===== src/rtl/mips_pkg.sv =====
// Shared definitions for the multiply/divide unit: op encodings, FSM states and default width.
package mips_pkg;

    localparam int MD_WIDTH = 32;

    localparam logic [1:0] MD_MULTU = 2'b00;
    localparam logic [1:0] MD_MULT  = 2'b01;
    localparam logic [1:0] MD_DIVU  = 2'b10;
    localparam logic [1:0] MD_DIV   = 2'b11;

    typedef enum logic [1:0] {
        IDLE = 2'b00,
        RUN  = 2'b01,
        FIX  = 2'b10,
        DONE = 2'b11
    } md_state_t;

endpackage


===== src/rtl/md_shift_core.sv =====
// One iteration of the shared 2*WIDTH accumulator: shift-add for multiply,
// restoring shift-subtract for divide. Purely combinational.
module md_shift_core #(
    parameter int WIDTH = 32
) (
    input  logic               is_div,
    input  logic [2*WIDTH-1:0] acc,
    input  logic [WIDTH-1:0]   operand,
    output logic [2*WIDTH-1:0] acc_next
);

    logic [WIDTH:0] sum;
    logic [WIDTH:0] shifted_rem;
    logic [WIDTH:0] diff;

    // Multiply keeps {partial product, remaining multiplier bits}; divide keeps {remainder, dividend/quotient}.
    // The partial remainder is always below the divisor, so the top bit of diff is a clean borrow flag.
    always_comb begin
        sum         = {1'b0, acc[2*WIDTH-1:WIDTH]} + (acc[0] ? {1'b0, operand} : {(WIDTH+1){1'b0}});
        shifted_rem = acc[2*WIDTH-1:WIDTH-1];
        diff        = shifted_rem - {1'b0, operand};
        acc_next    = {sum, acc[WIDTH-1:1]};
        if (is_div) begin
            if (!diff[WIDTH]) begin
                acc_next = {diff[WIDTH-1:0], acc[WIDTH-2:0], 1'b1};
            end else begin
                acc_next = {acc[2*WIDTH-2:0], 1'b0};
            end
        end
    end

endmodule


===== src/rtl/mult_div_unit.sv =====
// Iterative multiply/divide unit owning the architectural HI/LO registers.
// Operands are reduced to magnitudes on entry and the signs are restored in FIX.
module mult_div_unit
    import mips_pkg::*;
#(
    parameter int WIDTH = MD_WIDTH
) (
    input  logic             clk,
    input  logic             rst_n,
    input  logic             start,
    input  logic [1:0]       op,
    input  logic [WIDTH-1:0] a,
    input  logic [WIDTH-1:0] b,
    input  logic             mthi,
    input  logic             mtlo,
    input  logic             hilo_sel,
    output logic             busy,
    output logic             done,
    output logic [WIDTH-1:0] hi,
    output logic [WIDTH-1:0] lo,
    output logic [WIDTH-1:0] hilo_out
);

    localparam int CW = $clog2(WIDTH) + 1;
    localparam logic [CW-1:0] ITERATIONS = CW'(WIDTH);

    md_state_t          state;
    logic [CW-1:0]      count;
    logic [2*WIDTH-1:0] acc;
    logic [2*WIDTH-1:0] acc_next;
    logic [2*WIDTH-1:0] prod;
    logic [WIDTH-1:0]   operand;
    logic [WIDTH-1:0]   a_raw;
    logic [WIDTH-1:0]   a_mag;
    logic [WIDTH-1:0]   b_mag;
    logic [WIDTH-1:0]   quot;
    logic [WIDTH-1:0]   rem;
    logic [WIDTH-1:0]   fix_hi;
    logic [WIDTH-1:0]   fix_lo;
    logic               is_div;
    logic               neg_res;
    logic               neg_rem;
    logic               div_zero;
    logic               op_signed;
    logic               op_div;

    assign op_signed = (op == MD_MULT) || (op == MD_DIV);
    assign op_div    = (op == MD_DIVU) || (op == MD_DIV);
    assign a_mag     = (op_signed && a[WIDTH-1]) ? -a : a;
    assign b_mag     = (op_signed && b[WIDTH-1]) ? -b : b;
    assign hilo_out  = hilo_sel ? hi : lo;

    md_shift_core #(
        .WIDTH(WIDTH)
    ) u_core (
        .is_div  (is_div),
        .acc     (acc),
        .operand (operand),
        .acc_next(acc_next)
    );

    // Divide by zero bypasses sign correction so DIV and DIVU both return the raw unsigned pattern.
    always_comb begin
        prod   = neg_res ? -acc : acc;
        quot   = acc[WIDTH-1:0];
        rem    = acc[2*WIDTH-1:WIDTH];
        fix_hi = prod[2*WIDTH-1:WIDTH];
        fix_lo = prod[WIDTH-1:0];
        if (div_zero) begin
            fix_hi = a_raw;
            fix_lo = '1;
        end else if (is_div) begin
            fix_hi = neg_rem ? -rem : rem;
            fix_lo = neg_res ? -quot : quot;
        end
    end

    // DONE accepts a new start just like IDLE, which gives back-to-back issue with no bubble.
    always_ff @(posedge clk) begin
        if (!rst_n) begin
            state    <= IDLE;
            count    <= '0;
            hi       <= '0;
            lo       <= '0;
            busy     <= 1'b0;
            done     <= 1'b0;
            acc      <= '0;
            operand  <= '0;
            a_raw    <= '0;
            is_div   <= 1'b0;
            neg_res  <= 1'b0;
            neg_rem  <= 1'b0;
            div_zero <= 1'b0;
        end else begin
            done <= 1'b0;
            case (state)
                IDLE, DONE: begin
                    state <= IDLE;
                    if (start) begin
                        state    <= RUN;
                        busy     <= 1'b1;
                        count    <= '0;
                        is_div   <= op_div;
                        neg_res  <= op_signed && (a[WIDTH-1] ^ b[WIDTH-1]);
                        neg_rem  <= op_signed && a[WIDTH-1];
                        div_zero <= op_div && (b == '0);
                        a_raw    <= a;
                        acc      <= {{WIDTH{1'b0}}, (op_div ? a_mag : b_mag)};
                        operand  <= op_div ? b_mag : a_mag;
                    end else begin
                        if (mthi) hi <= a;
                        if (mtlo) lo <= a;
                    end
                end
                RUN: begin
                    if (count == ITERATIONS) begin
                        state <= FIX;
                    end else begin
                        acc   <= acc_next;
                        count <= count + 1'b1;
                    end
                end
                FIX: begin
                    hi    <= fix_hi;
                    lo    <= fix_lo;
                    busy  <= 1'b0;
                    done  <= 1'b1;
                    count <= '0;
                    state <= DONE;
                end
                default: state <= IDLE;
            endcase
        end
    end

endmodule


===== config.mk =====
export PLATFORM = sky130hd
export DESIGN_NAME = mult_div_unit
export DESIGN_NICKNAME = d
export VERILOG_FILES = /design/src/rtl/mips_pkg.sv /design/src/rtl/md_shift_core.sv /design/src/rtl/mult_div_unit.sv
export SDC_FILE = /design/constraint.sdc
export NUM_CORES = 1
export LEC_CHECK = 0
export CAP_MARGIN = 10
export CORE_ASPECT_RATIO = 1.2
export CORE_UTILIZATION = 50
export CTS_CLUSTER_DIAMETER = 40
export DETAILED_ROUTE_END_ITERATION = 7
export PLACE_DENSITY_LB_ADDON = 0.25
export SLEW_MARGIN = 10
export SYNTH_ARGS = -nofsm -noshare
export SYNTH_HDL_FRONTEND = slang
export SYNTH_SLANG_ARGS = --single-unit
export TNS_END_PERCENT = 10

===== constraint.sdc =====
create_clock -name clk -period 10.5 [get_ports clk]
set_clock_uncertainty 0.2 [all_clocks]
set_input_delay 3.15 -clock clk [delete_from_list [all_inputs] [get_ports clk]]
set_output_delay 3.15 -clock clk [all_outputs]
set_load 0.05 [all_outputs]

# ---- Word level (Yosys, flattened, before mapping)
# Index checks and enable logic that the tools add are counted.
dict set report totals {
  regBits 206
  latchBits 0
  ram_bits 0
  rom_bits 0
  output_inout_bits 98
  wordCells 85
  memories 0
}
dict set report classes {
  n_addsub 8
  multipliers 0
  div_mod_pow 0
  magnitude_cmp 0
  eq_ne 13
  shift 0
  mux 33
  bitwise_logic 1
  n_reduce_logical 17
}
# cell count
set op_table {}
lappend op_table {{two-way mux 32 bit} 16}
lappend op_table {{two-way mux 64 bit} 5}
lappend op_table {{negator 32 bit} 4}
lappend op_table {{case mux 32 bit (2 select lines)} 2}
lappend op_table {{case mux 64 bit (2 select lines)} 1}
lappend op_table {{negator 64 bit} 1}
lappend op_table {{adder 32 x 33 -> 33 bit} 1}
lappend op_table {{subtractor 33 x 32 -> 33 bit} 1}
lappend op_table {{zero test 32 bit} 1}
lappend op_table {{case mux 6 bit (3 select lines)} 1}
lappend op_table {{two-way mux 6 bit} 2}
lappend op_table {{inequality test 2 bit (second input constant)} 6}
lappend op_table {{AND reduction 3 bit} 3}
lappend op_table {{== test 2 bit (second input constant)} 4}
lappend op_table {{adder 6 x 1 -> 6 bit (second input constant)} 1}
lappend op_table {{== test 6 bit (second input constant)} 1}
lappend op_table {{case mux 2 bit (3 select lines)} 1}
lappend op_table {{AND reduction 2 bit} 3}
lappend op_table {{== test 2 x 1 -> 1 bit (second input constant)} 2}
lappend op_table {{logical AND 1 bit} 4}
lappend op_table {{nonzero test 2 bit} 2}
lappend op_table {{two-way mux 1 bit} 3}
lappend op_table {{zero test 2 bit} 1}
lappend op_table {{logical OR 1 bit} 2}
lappend op_table {{4 further kinds} 4}

# ---- Logic depth before layout (Yosys ltp)
dict set report logic_depth {
  ltp_word 7
  ltp_mapped 15
  mapped_depth_nobuf 14
}

# ---- Cells and area by module
# A second synthesis with hierarchy kept.
dict set report hier_totals {
  cells_unflattened 2320
  area_unflattened_um2 17443.0
}
# mod n_inst cells_each area_each_um2
set by_module_without_submodules {}
lappend by_module_without_submodules {mult_div_unit 1 1632 12622.1}
lappend by_module_without_submodules {md_shift_core 1 688 4820.9}

# ---- Worst setup path before layout
# OpenSTA, ideal clock, no wires.
dict set report synth_path {
  path_type {input port to output port}
  from {input port hilo_sel}
  to {output port hilo_out[10]}
  arrival_ps 4163
  slack_ps 2987
  stages 3
  cell_sequence {clkbuf_1 -> buf_1 -> mux2_2}
}
dict set report synth_via {
  elab_chain_cells 1
}
# item line
set synth_lines {}
lappend synth_lines {{from (decl)} mult_div_unit.sv:16} ;# input logic hilo_sel,
lappend synth_lines {{two-way mux 32 bit} mult_div_unit.sv:51} ;# assign hilo_out = hilo_sel ? hi : lo;
lappend synth_lines {{to (decl)} mult_div_unit.sv:21} ;# output logic [WIDTH-1:0] hilo_out
# No other way between the ends.

# ---- Worst setup path in the final report
dict set report layout_path {
  from {input port hilo_sel}
  to {output port hilo_out[22]}
}
# Same word-level chain as after synthesis.

==> results.cfg <==
[cts]
cts_buffers = 34
postCtsResizedCells = 0
holdBufCountCts = 0
cts_tree = yes
cts.sinks = 206
post_cts_buffers = 0
clk_latency_ns = 0.53
path_clk_slew_ns = 0.06
htree_num_levels = 2
cts-root-buf = clkbuf_16
cts_buffer_depth = 3

[logic_synthesis]
avgSynthCellArea_sq_um = 7.40
synth_warnings = 0
syn_inst = 2161
netlist_area_sq_um = 16000
synth_top_area_share_pct = 25.8
yosysUniqueCellTypes = 72
ys_top_cells_by_count = nand2_1, a21oi_1, dfxtp_1
synth_edf_count = 0
synth_area_leaders = dfxtp_1, a21oi_1, nand2_1
synth_top_flop_cell = dfxtp_1
yosysTopAreaCell = dfxtp_1
ys_seq_area_share_pct = 25.8
synth_seq_cells = 206
syn-num-nets = 2308
asyncSetResetFlopFracSynth_pct = 0
synth.most_common_cell = nand2_1

[power_and_ir_drop]
power.density_nw_per_um2 = 268
peakVddDrop_mv = 0.185
power_leakage_nw = 7.48

[sta]
rsz0062_at_grt = false
tns_ns = 0
setup_viol = 0
slew_viol_final = 0
tightest_slew_ns = 1.21
fin_crit_sh_pct = 80.3
period_needed_ns = 8.44
relSlewSlack_pct = 19.0
fmaxAchievable_mhz = 119
hold_viol = 0

[cells_and_area]
areaGrowthSynthToFinish_pct = 18.8
final_area_sq_um = 19000
final_net_count = 2396
fill_cells = 2909
drive_gt1_share_pct = 7.09

[placed_design]
hpwlAfterDp_microns = 43900
port_buffers = 169
place_congestion = 0.937
placed_area_sq_um = 17900

[routing]
dr_total_vias = 16811
vias_per_cell = 6.29
antenna_left = 0
drt-wirelength-per-cell_microns = 22.0
met3_length_microns = 4540
top_layer = met4
drtIter0Drc = 1728
routed_wl_microns = 58800
first_pass_iters = 8
wl_met2_microns = 26800
drc = 62
wl_met1_microns = 23700

[grt]
grt_first_pass_wirelength_microns = 89100
gr-total-overflow = 0
grt_usage_pct = 35.5
grt_pass1_vias = 15501
antenna_found_initial = 1
grt_max_degree = 77

[floorplan]
initial_core_util_pct = 50.8
die_h_microns = 198
die_area_sq_um = 32700
io_pins = 170
core_area_sq_um = 31400
die-width_microns = 165
std_cell_rows = 71

[flow_run]
maxCapViolCount = 0

[critical_path]
path_max_fanout = 32
critPathKind = in -> out
cp-end-kind = primary output
arrival_ns = 5.09
required_ns = 7.15
start_kind = input pin

[run_status]
status = finished with violations
violations = design-rule violations

[worst_hold_path]
min_path_type = reg -> reg
[through the flow]
step           instances  total power, W  setup slack (ns)  hold slack (ns)  util [%]
4_1_cts             2672         0.00505              2.06            0.253      60.4
3_3_place_gp        2614         0.00389              2.11            0.237      56.8
2_1_floorplan       2161         0.00306              2.99            0.232         -
5_1_grt             2673         0.00533              1.99            0.274      60.4
3_5_place_dp        2614         0.00392              2.06            0.245      56.8
6_report            2673         0.00509              2.06            0.254      60.4
[worst max-delay path, stage by stage]
cell,delay (ns)
clkdlybuf4s50_1,0.45
buf_4,0.36
mux2_2,0.39
clkdlybuf4s50_1,0.71
[placed cells by master (no fill, tap or decap), drive strengths merged, types with 23 or more instances in the layout]
master / synthesis / routed
ha: 73 / 73
nand2: 284 / 284
dfxtp: 206 / 206
nor3: 37 / 37
o211ai: 23 / 23
xnor2: 95 / 95
clkdlybuf4s50: 0 / 168
mux2: 50 / 50
clkbuf: 116 / 38
xor2: 81 / 81
o221ai: 31 / 31
buf: 26 / 26
o21ai: 159 / 159
nand3: 32 / 32
mux2i: 56 / 56
nor2: 199 / 199
a21o: 35 / 35
a21oi: 234 / 234
nand2b: 23 / 23
a211oi: 62 / 62
o31ai: 26 / 26
inv: 70 / 77
[state kept, by name (all words and copies together), names as in the netlist]
signal	flops
a_raw	32
hi	32
count	6
operand	32
done	1
neg_rem	1
acc	64
state	2
busy	1
is_div	1
lo	32
neg_res	1
div_zero	1
[layout make-up]
type | count | area (sq um) | area share (%)
Sequential cell | 206 | 4130 | 21.7
Tap cell | 401 | 502 | 2.64
Antenna cell | 1 | 2.50 | 0.0132
Clock buffer | 38 | 886 | 4.67
Multi-Input combinational cell | 1743 | 11100 | 58.5
Timing Repair Buffer | 194 | 1870 | 9.87
Inverter | 70 | 265 | 1.40
Clock inverter | 20 | 230 | 1.21
[path summary, 6_finish.rpt]
path	start	to	slack [ns]	depth (start not counted)
setup reg to reg	acc[31]	acc[59]	5.71	14
hold reg to reg	a_raw[2]	a_raw[2]	0.25	2
setup / recovery	hilo_sel	hilo_out[22]	2.06	4
hold / removal	a_raw[2]	a_raw[2]	0.25	2
[power by group]
part	switching (W)	internal [W]
Clock	0.000430	0.000690
Combinational	0.00182	0.000912
Sequential	0.000229	0.00100
[cell families after synthesis]
family | Yosys count | synth area share [%]
xor+xnor | 176 | 9.64
compound gates | 701 | 27.4
buf+inv | 212 | 5.03
flops | 206 | 25.8
simple gates | 685 | 19.1
mux | 106 | 7.03
fa+ha+maj | 75 | 5.96
[layer usage]
metal  vias to the layer above  track usage, %
met3                       165            4.71
met2                       793            56.6
met1                      7889            45.3
met4                         0            21.4
li1                       7964               -
met5                         -               0
No activity file was read; power rests on OpenSTA's default activity.
